==> config.mk <==
export PLATFORM = sky130hd
export DESIGN_NAME = hgcal_fc_aligned_decoder
export DESIGN_NICKNAME = d
export VERILOG_FILES = /design/src/rtl/hgcal_fc_aligned_decoder.sv
export SDC_FILE = /design/constraint.sdc
export NUM_CORES = 1
export LEC_CHECK = 0
export ABC_CLOCK_PERIOD_IN_PS = 2000
export BUFFER_PORTS_ARGS = -buffer_cell sky130_fd_sc_hd__buf_2
export CAP_MARGIN = 15
export CELL_PAD_IN_SITES_DETAIL_PLACEMENT = 0
export CELL_PAD_IN_SITES_GLOBAL_PLACEMENT = 2
export CORE_MARGIN = 1.5
export CORE_UTILIZATION = 33
export CTS_CLUSTER_DIAMETER = 50
export DETAILED_ROUTE_END_ITERATION = 16
export GPL_TIMING_DRIVEN = 0
export PLACE_DENSITY_LB_ADDON = 0.1
export SYNTH_ARGS = -nofsm -noshare
export SYNTH_HDL_FRONTEND = slang
export SYNTH_SLANG_ARGS = --single-unit
==> constraint.sdc <==
create_clock -name clk320 -period 2 [get_ports clk320]
set_clock_uncertainty 0.15 [all_clocks]
set_input_delay 0.4 -clock clk320 [delete_from_list [all_inputs] [get_ports clk320]]
set_output_delay 0.4 -clock clk320 [all_outputs]
set_load 0.03 [all_outputs]
==> src/rtl/hgcal_fc_aligned_decoder.sv <==
// hgcal_fc_aligned_decoder
//   Recovers the 8-bit word boundary of the serial fast-control stream by hunting on IDLE words
//   with automatic bitslip. Lock and unlock use hysteresis. Commands decode into pulses one clk40
//   period (8 clk320 cycles) wide. The block tracks BX and orbit and flags a mis-timed OrbitSync.
//
// Optional feature: define FC_ERRCNT_EN to add err_count, a saturating count of invalid words
// seen while locked plus orbit_err events. OCR and reset clear it.
//
// Ports
//   clk320                      in   320 MHz clock, the only clock
//   n_rstExt                    in   asynchronous active-low reset
//   command_rx                  in   serial fast-control bit, MSB of each word first
//   clk40_out                   out  recovered 40 MHz clock
//   locked                      out  word alignment locked
//   L1A_Full .. ReSync          out  decoded command pulses, 8 cycles wide
//   bx_count [BX_W]             out  current BX
//   orbit_count [ORB_W]         out  orbits since last OCR
//   orbit_err                   out  1-cycle pulse, OrbitSync at the wrong BX
//   err_count [16]              out  (FC_ERRCNT_EN only) error counter
module hgcal_fc_aligned_decoder #(
  parameter int unsigned LOCK_GOOD  = 16,
  parameter int unsigned UNLOCK_BAD = 4,
  parameter int unsigned ORBIT_LEN  = 3564,
  parameter int unsigned BX_W       = 12,
  parameter int unsigned ORB_W      = 16,
  parameter logic [7:0]  IDLE_WORD  = 8'hAC,
  parameter logic [7:0]  CMD_L1A    = 8'h4B,
  parameter logic [7:0]  CMD_ORBIT  = 8'h2D,
  parameter logic [7:0]  CMD_OCR    = 8'h33,
  parameter logic [7:0]  CMD_CALREQ = 8'h55,
  parameter logic [7:0]  CMD_CALL1A = 8'h66,
  parameter logic [7:0]  CMD_RESYNC = 8'h99
) (
  input  logic             clk320,
  input  logic             n_rstExt,
  input  logic             command_rx,
  output logic             clk40_out,
  output logic             locked,
  output logic             L1A_Full,
  output logic             OrbitSync,
  output logic             OrbitCountReset_OrbitSync,
  output logic             CalibrationReq,
  output logic             CalibrationL1A,
  output logic             ReSync,
  output logic [BX_W-1:0]  bx_count,
  output logic [ORB_W-1:0] orbit_count,
`ifdef FC_ERRCNT_EN
  output logic [15:0]      err_count,
`endif
  output logic             orbit_err
);

  localparam int unsigned GoodW = $clog2(LOCK_GOOD + 1);
  localparam int unsigned BadW  = $clog2(UNLOCK_BAD + 1);

  typedef enum logic [0:0] {StHunt, StLocked} state_e;

  state_e           state_q, state_d;
  logic [2:0]       phase_q, phase_d;
  logic [6:0]       sr_q;
  logic [GoodW-1:0] good_q, good_d;
  logic [BadW-1:0]  bad_q, bad_d;
  logic [5:0]       pulse_q, pulse_d;
  logic             clk40_q, clk40_d;
  logic [BX_W-1:0]  bx_q, bx_d;
  logic [ORB_W-1:0] orbit_q, orbit_d;
  logic             bx_valid_q, bx_valid_d;
  logic             orbit_err_q, orbit_err_d;

  logic       boundary, is_idle, is_valid, good_hit, bad_hit, bx_end;
  logic [7:0] word;
  logic [5:0] cmd_hit;

  // Word completes on the cycle its last bit arrives, so the live input is the LSB.
  assign word     = {sr_q, command_rx};
  assign boundary = (phase_q == 3'd7);
  assign is_idle  = (word == IDLE_WORD);
  // Bit order matches pulse_q: {ReSync, CalL1A, CalReq, OCR, OrbitSync, L1A}
  assign cmd_hit  = {word == CMD_RESYNC, word == CMD_CALL1A, word == CMD_CALREQ,
                     word == CMD_OCR,    word == CMD_ORBIT,  word == CMD_L1A};
  assign is_valid = is_idle | (|cmd_hit);
  assign good_hit = ((good_q + 1'b1) == GoodW'(LOCK_GOOD));
  assign bad_hit  = ((bad_q + 1'b1) == BadW'(UNLOCK_BAD));
  assign bx_end   = (bx_q == BX_W'(ORBIT_LEN - 1));

  // State register
  always_ff @(posedge clk320 or negedge n_rstExt) begin
    if (!n_rstExt) begin
      state_q     <= StHunt;
      phase_q     <= '0;
      sr_q        <= '0;
      good_q      <= '0;
      bad_q       <= '0;
      pulse_q     <= '0;
      clk40_q     <= 1'b0;
      bx_q        <= '0;
      orbit_q     <= '0;
      bx_valid_q  <= 1'b0;
      orbit_err_q <= 1'b0;
    end else begin
      state_q     <= state_d;
      phase_q     <= phase_d;
      sr_q        <= {sr_q[5:0], command_rx};
      good_q      <= good_d;
      bad_q       <= bad_d;
      pulse_q     <= pulse_d;
      clk40_q     <= clk40_d;
      bx_q        <= bx_d;
      orbit_q     <= orbit_d;
      bx_valid_q  <= bx_valid_d;
      orbit_err_q <= orbit_err_d;
    end
  end

  // Next-state logic
  always_comb begin
    state_d = state_q;
    if (boundary) begin
      unique case (state_q)
        StHunt:   if (is_idle && good_hit) state_d = StLocked;
        StLocked: if (!is_valid && bad_hit) state_d = StHunt;
        default:  state_d = StHunt;
      endcase
    end
  end

  // Datapath and registered-output next values
  always_comb begin
    phase_d     = phase_q + 3'd1;
    clk40_d     = (phase_q < 3'd4);
    good_d      = good_q;
    bad_d       = bad_q;
    pulse_d     = pulse_q;
    bx_d        = bx_q;
    orbit_d     = orbit_q;
    bx_valid_d  = bx_valid_q;
    orbit_err_d = 1'b0;
    if (boundary) begin
      pulse_d = '0;
      unique case (state_q)
        StHunt: begin
          if (is_idle) begin
            good_d = good_q + 1'b1;
            if (good_hit) bad_d = '0;
          end else if (!is_valid) begin
            good_d  = '0;
            // Bitslip: repeat phase 7 so the next cycle is a boundary one bit later
            phase_d = 3'd7;
          end
        end
        StLocked: begin
          if (cmd_hit[2]) begin
            bx_d       = '0;
            orbit_d    = '0;
            bx_valid_d = 1'b1;
          end else begin
            bx_d = bx_end ? '0 : bx_q + 1'b1;
            if (bx_end) orbit_d = orbit_q + 1'b1;
            if (cmd_hit[1]) begin
              orbit_err_d = bx_valid_q & ~bx_end;
              bx_d        = '0;
              bx_valid_d  = 1'b1;
            end
          end
          if (is_valid) begin
            bad_d   = '0;
            pulse_d = cmd_hit;
          end else begin
            bad_d = bad_q + 1'b1;
            if (bad_hit) begin
              good_d     = '0;
              bx_valid_d = 1'b0;
            end
          end
        end
        default: ;
      endcase
    end
  end

`ifdef FC_ERRCNT_EN
  logic [15:0] err_q, err_d;

  always_comb begin
    err_d = err_q;
    if (boundary && state_q == StLocked) begin
      if (cmd_hit[2]) begin
        err_d = '0;
      end else if ((!is_valid || orbit_err_d) && err_q != 16'hFFFF) begin
        err_d = err_q + 1'b1;
      end
    end
  end

  always_ff @(posedge clk320 or negedge n_rstExt) begin
    if (!n_rstExt) err_q <= '0;
    else           err_q <= err_d;
  end

  assign err_count = err_q;
`endif

  assign clk40_out                 = clk40_q;
  assign locked                    = (state_q == StLocked);
  assign L1A_Full                  = pulse_q[0];
  assign OrbitSync                 = pulse_q[1];
  assign OrbitCountReset_OrbitSync = pulse_q[2];
  assign CalibrationReq            = pulse_q[3];
  assign CalibrationL1A            = pulse_q[4];
  assign ReSync                    = pulse_q[5];
  assign bx_count                  = bx_q;
  assign orbit_count               = orbit_q;
  assign orbit_err                 = orbit_err_q;

endmodule

==> metrics.md <==
| Metric | Value |
|---|---|
| Rel. slew slack | 54.6% |
| Synthesized flop and latch total | 56 |
| Commonest non-fill, non-tap cells in the layout | dfrtp_1 (52), buf_2 (39), nor2_1 (21), buf_4 (21), nand2_1 (18) |
| Fraction of layout cells with a size suffix above 1 | approximately two fifths |
| Int Pwr | 1.69 mW |
| Reg power frac | 52.9% |
| Peak VDD IR | roughly 0.30 mV |
| Comb pwr share | 14.2% |
| DRT Pass-1 Iters | 4 |
| Placed instance area | 3230 um^2 |
| Placed Instances | 420 |
| CP endpoint kind | flop |
| # nets final | between 300 and 400 |
| Final Setup Violations | 23 |
| Initial Util | 34.4% |
| Cells on Worst Hold Path | 1 |
| Synth area leaders | dfrtp_1 (49%), ha_1 (3.1%), xor2_1 (3.1%) |
| Core region area | between 8000 and 9000 um^2 |
| CTS tree | done |
| Register area | between 1000 and 1500 um^2 |
| Max Fclk | 471 MHz |
| Ant. Diodes | 0 |
| Max Cap Viol | 0 |
| Die width | 96.0 um |
| Power per Cell Area | 607 nW/um^2 |
| Pwr Total | 2.29 mW |
| Fin area | 3760 um^2 |
| Inserted Clock Buffers | 5 |
| DR vias | 2335 |
| Crit-path max FO | 6 |
| Clock network power share | 32.9% |
| I/O Buffers | 39 |
| Sequential-to-total area share from yosys stat | 49.1% |
| Initial antenna violation count | 0 |
| WL/cell | 15.1 um |
| Crit path required time | between 2000 and 2500 ps |
| Unique cell type count in the Yosys netlist | 50 |
| Setup WS post-layout | -125 ps |
| Synth top area share | 49.1% |
| Final worst path period share | 106% |
| Rows | 33 |
| Switching power | 596 uW |
| Worst Tran Pin Value | 681 ps |
| Initial drt markers | 63 |
| Area growth from synthesis to layout | 32.0% |
| Yosys top cell by area | dfrtp_1 |
| Syn avg cell area | 10.4 um^2 |
| Vias in the first global route | 2253 |
| Final WL | just under 7000 um |
| Reg2reg path depth | 8 |
| RSZ-0062 raised after global routing | yes |
| Congestion Overflow GR | 0 |
| Cell Area, Synth | between 2000 and 3000 um^2 |
| Non-filler instance count after layout | 450 |
| Multi-input gate area | between 1500 and 2000 um^2 |
| Worst skew pair latency | 310 ps |
| Clock period minus worst slack | between 2000 and 2500 ps |
| I/O pin total | 40 |
| Final HPWL from detailed placement | 4710 um |
| Clock Pin Slew Worst Setup and Hold Paths | about 110 ps |
| Endpoints failing hold | 0 |
| Root Buffer | clkbuf_8 |
| Die area | 9210 um^2 |
| Hold/Removal Path Class | in -> reg |
| Violated checks | setup timing |
| First-pass GRT wire length | 11200 um |
| Number of flops mapped to enable cells by yosys | 0 |
| Worst Setup Start Kind | flop |
| Post-route DRC | 0 |
| Syn_nets | 285 |
| Largest net degree at the start of global routing | 30 |
| Routed Antenna Nets | 0 |
| Htree depth | 2 |
| Vias per inst | 5.19 |
| Critical Path AT | 2210 ps |
| Status | complete, but fails checks |
| Post-Syn Instances | 275 |
| Num Clock Sinks | 56 |
| Switch share | 26.1% |
| Clock Path Buffers | 2 |
| Final slew viol count | 0 |
| Fillers | 845 |
| Lkg Pwr | around 1.6 nW |
| Worst Setup Path Type | reg -> reg |
| Synth async-reset ratio | 100% |
| Main synth FF type | dfrtp_1 |
| Chip Height | 96.0 um |
| GPL Wtd Cong | 0.755 |
| All-Layer GR Usage | 15.9% |
| Commonest non-fill, non-tap cell in the layout | dfrtp_1 |
| Pre-CTS setup slack | -664 ps |
| Ys Warns | 0 |
cells in the mapped netlist (all sizes together), types with 5 or more instances:
cell type / n
dfrtp: 56
nand2: 23
nor2: 22
o21ai: 17
nand3: 15
a21oi: 10
clkbuf: 10
xor2: 10
xnor2: 9
nand4: 8
ha: 7
inv: 7
or3: 6
nor4bb: 5
or2: 5
power by group through the flow:
stage,Sequential [mW],Combinational (mW),Clock (mW)
finish,1.21,0.324,0.753
global route,1.22,0.360,0.823
CTS,1.21,0.278,0.794
detailed placement,1.23,0.268,0
global placement,1.23,0.257,0
floorplan,1.24,0.150,0
path summary, 6_finish.rpt:
| check | start | endpoint | slack, ps |
|---|---|---|---|
| min in group asynchronous | n_rstExt | bx_count[6] | 500 |
| worst max register to register | bx_count[0] | orbit_count[8] | -130 |
| worst min register to register | phase_q[2] | clk40_out | 290 |
| worst min-delay path | command_rx | sr_q[0] | 140 |
| max in group asynchronous | n_rstExt | pulse_q[0] | 600 |
| worst max-delay path | bx_count[0] | orbit_count[8] | -130 |
worst max-delay path: stages, from the launching register on:
cell,delay [ps]
dfrtp_2,400
ha_4,140
nand4_1,110
buf_4,160
nor4_4,260
buf_4,180
o2111ai_4,140
or3_1,350
a21oi_1,140
cell type report:
class | count | area share (%)
Multi-Input combinational cell | 201 | 42.4
Clock buffer | 5 | 1.83
Clock inverter | 3 | 1.13
Tap cell | 105 | 3.49
Timing Repair Buffer | 66 | 11.4
Buffer | 7 | 1.60
Sequential cell | 56 | 37.4
Inverter | 7 | 0.798
cell families (layout without fill, tap and decap cells):
group | after synthesis | after routing | share of synthesized area, %
and+or+nand+nor | 116 | 116 | 24.0
AOI/OAI and AO/OA | 58 | 58 | 15.0
DFF | 56 | 56 | 49.1
xor gates and xnor gates | 19 | 19 | 5.84
buffers and inverters | 18 | 88 | 2.63
adders and majority gates | 7 | 7 | 3.07
muxes | 1 | 1 | 0.395
registers in the layout, summed over array words and instances, names as in the netlist:
register,count
orbit_count,16
bx_count,12
sr_q,7
pulse_q,6
good_q,5
bad_q,3
phase_q,3
bx_valid_q,1
clk40_out,1
locked,1
orbit_err,1
layer usage:
| layer | up-vias | wire, um | track usage [%] |
|---|---|---|---|
| met5 | - | 0 | 0 |
| met4 | 0 | 46 | 4.78 |
| met3 | 4 | 166 | 2.53 |
| met2 | 28 | 3280 | 25.9 |
| met1 | 1154 | 3320 | 21.6 |
| li1 | 1149 | - | - |
through the flow:
stage,util (%),hold WS [ps],TNS [ps]
3_5_place_dp,38.9,274,-11850
4_1_cts,43.2,122,-2950
3_3_place_gp,38.7,275,-11480
5_1_grt,45.4,134,-4300
6_report,45.4,139,-1500
2_1_floorplan,-,-45.6,-2450
timing repair:
action / CTS / global route
resized for setup: 36 / 34
cloned: 0 / 0
buffers inserted: 16 / 11
hold buffers: 1 / 0
hold endpoints to repair: 28 / 0
pin swaps: 22 / 15
setup endpoints to repair: 45 / 42
Power figures use the tool's default switching activity.
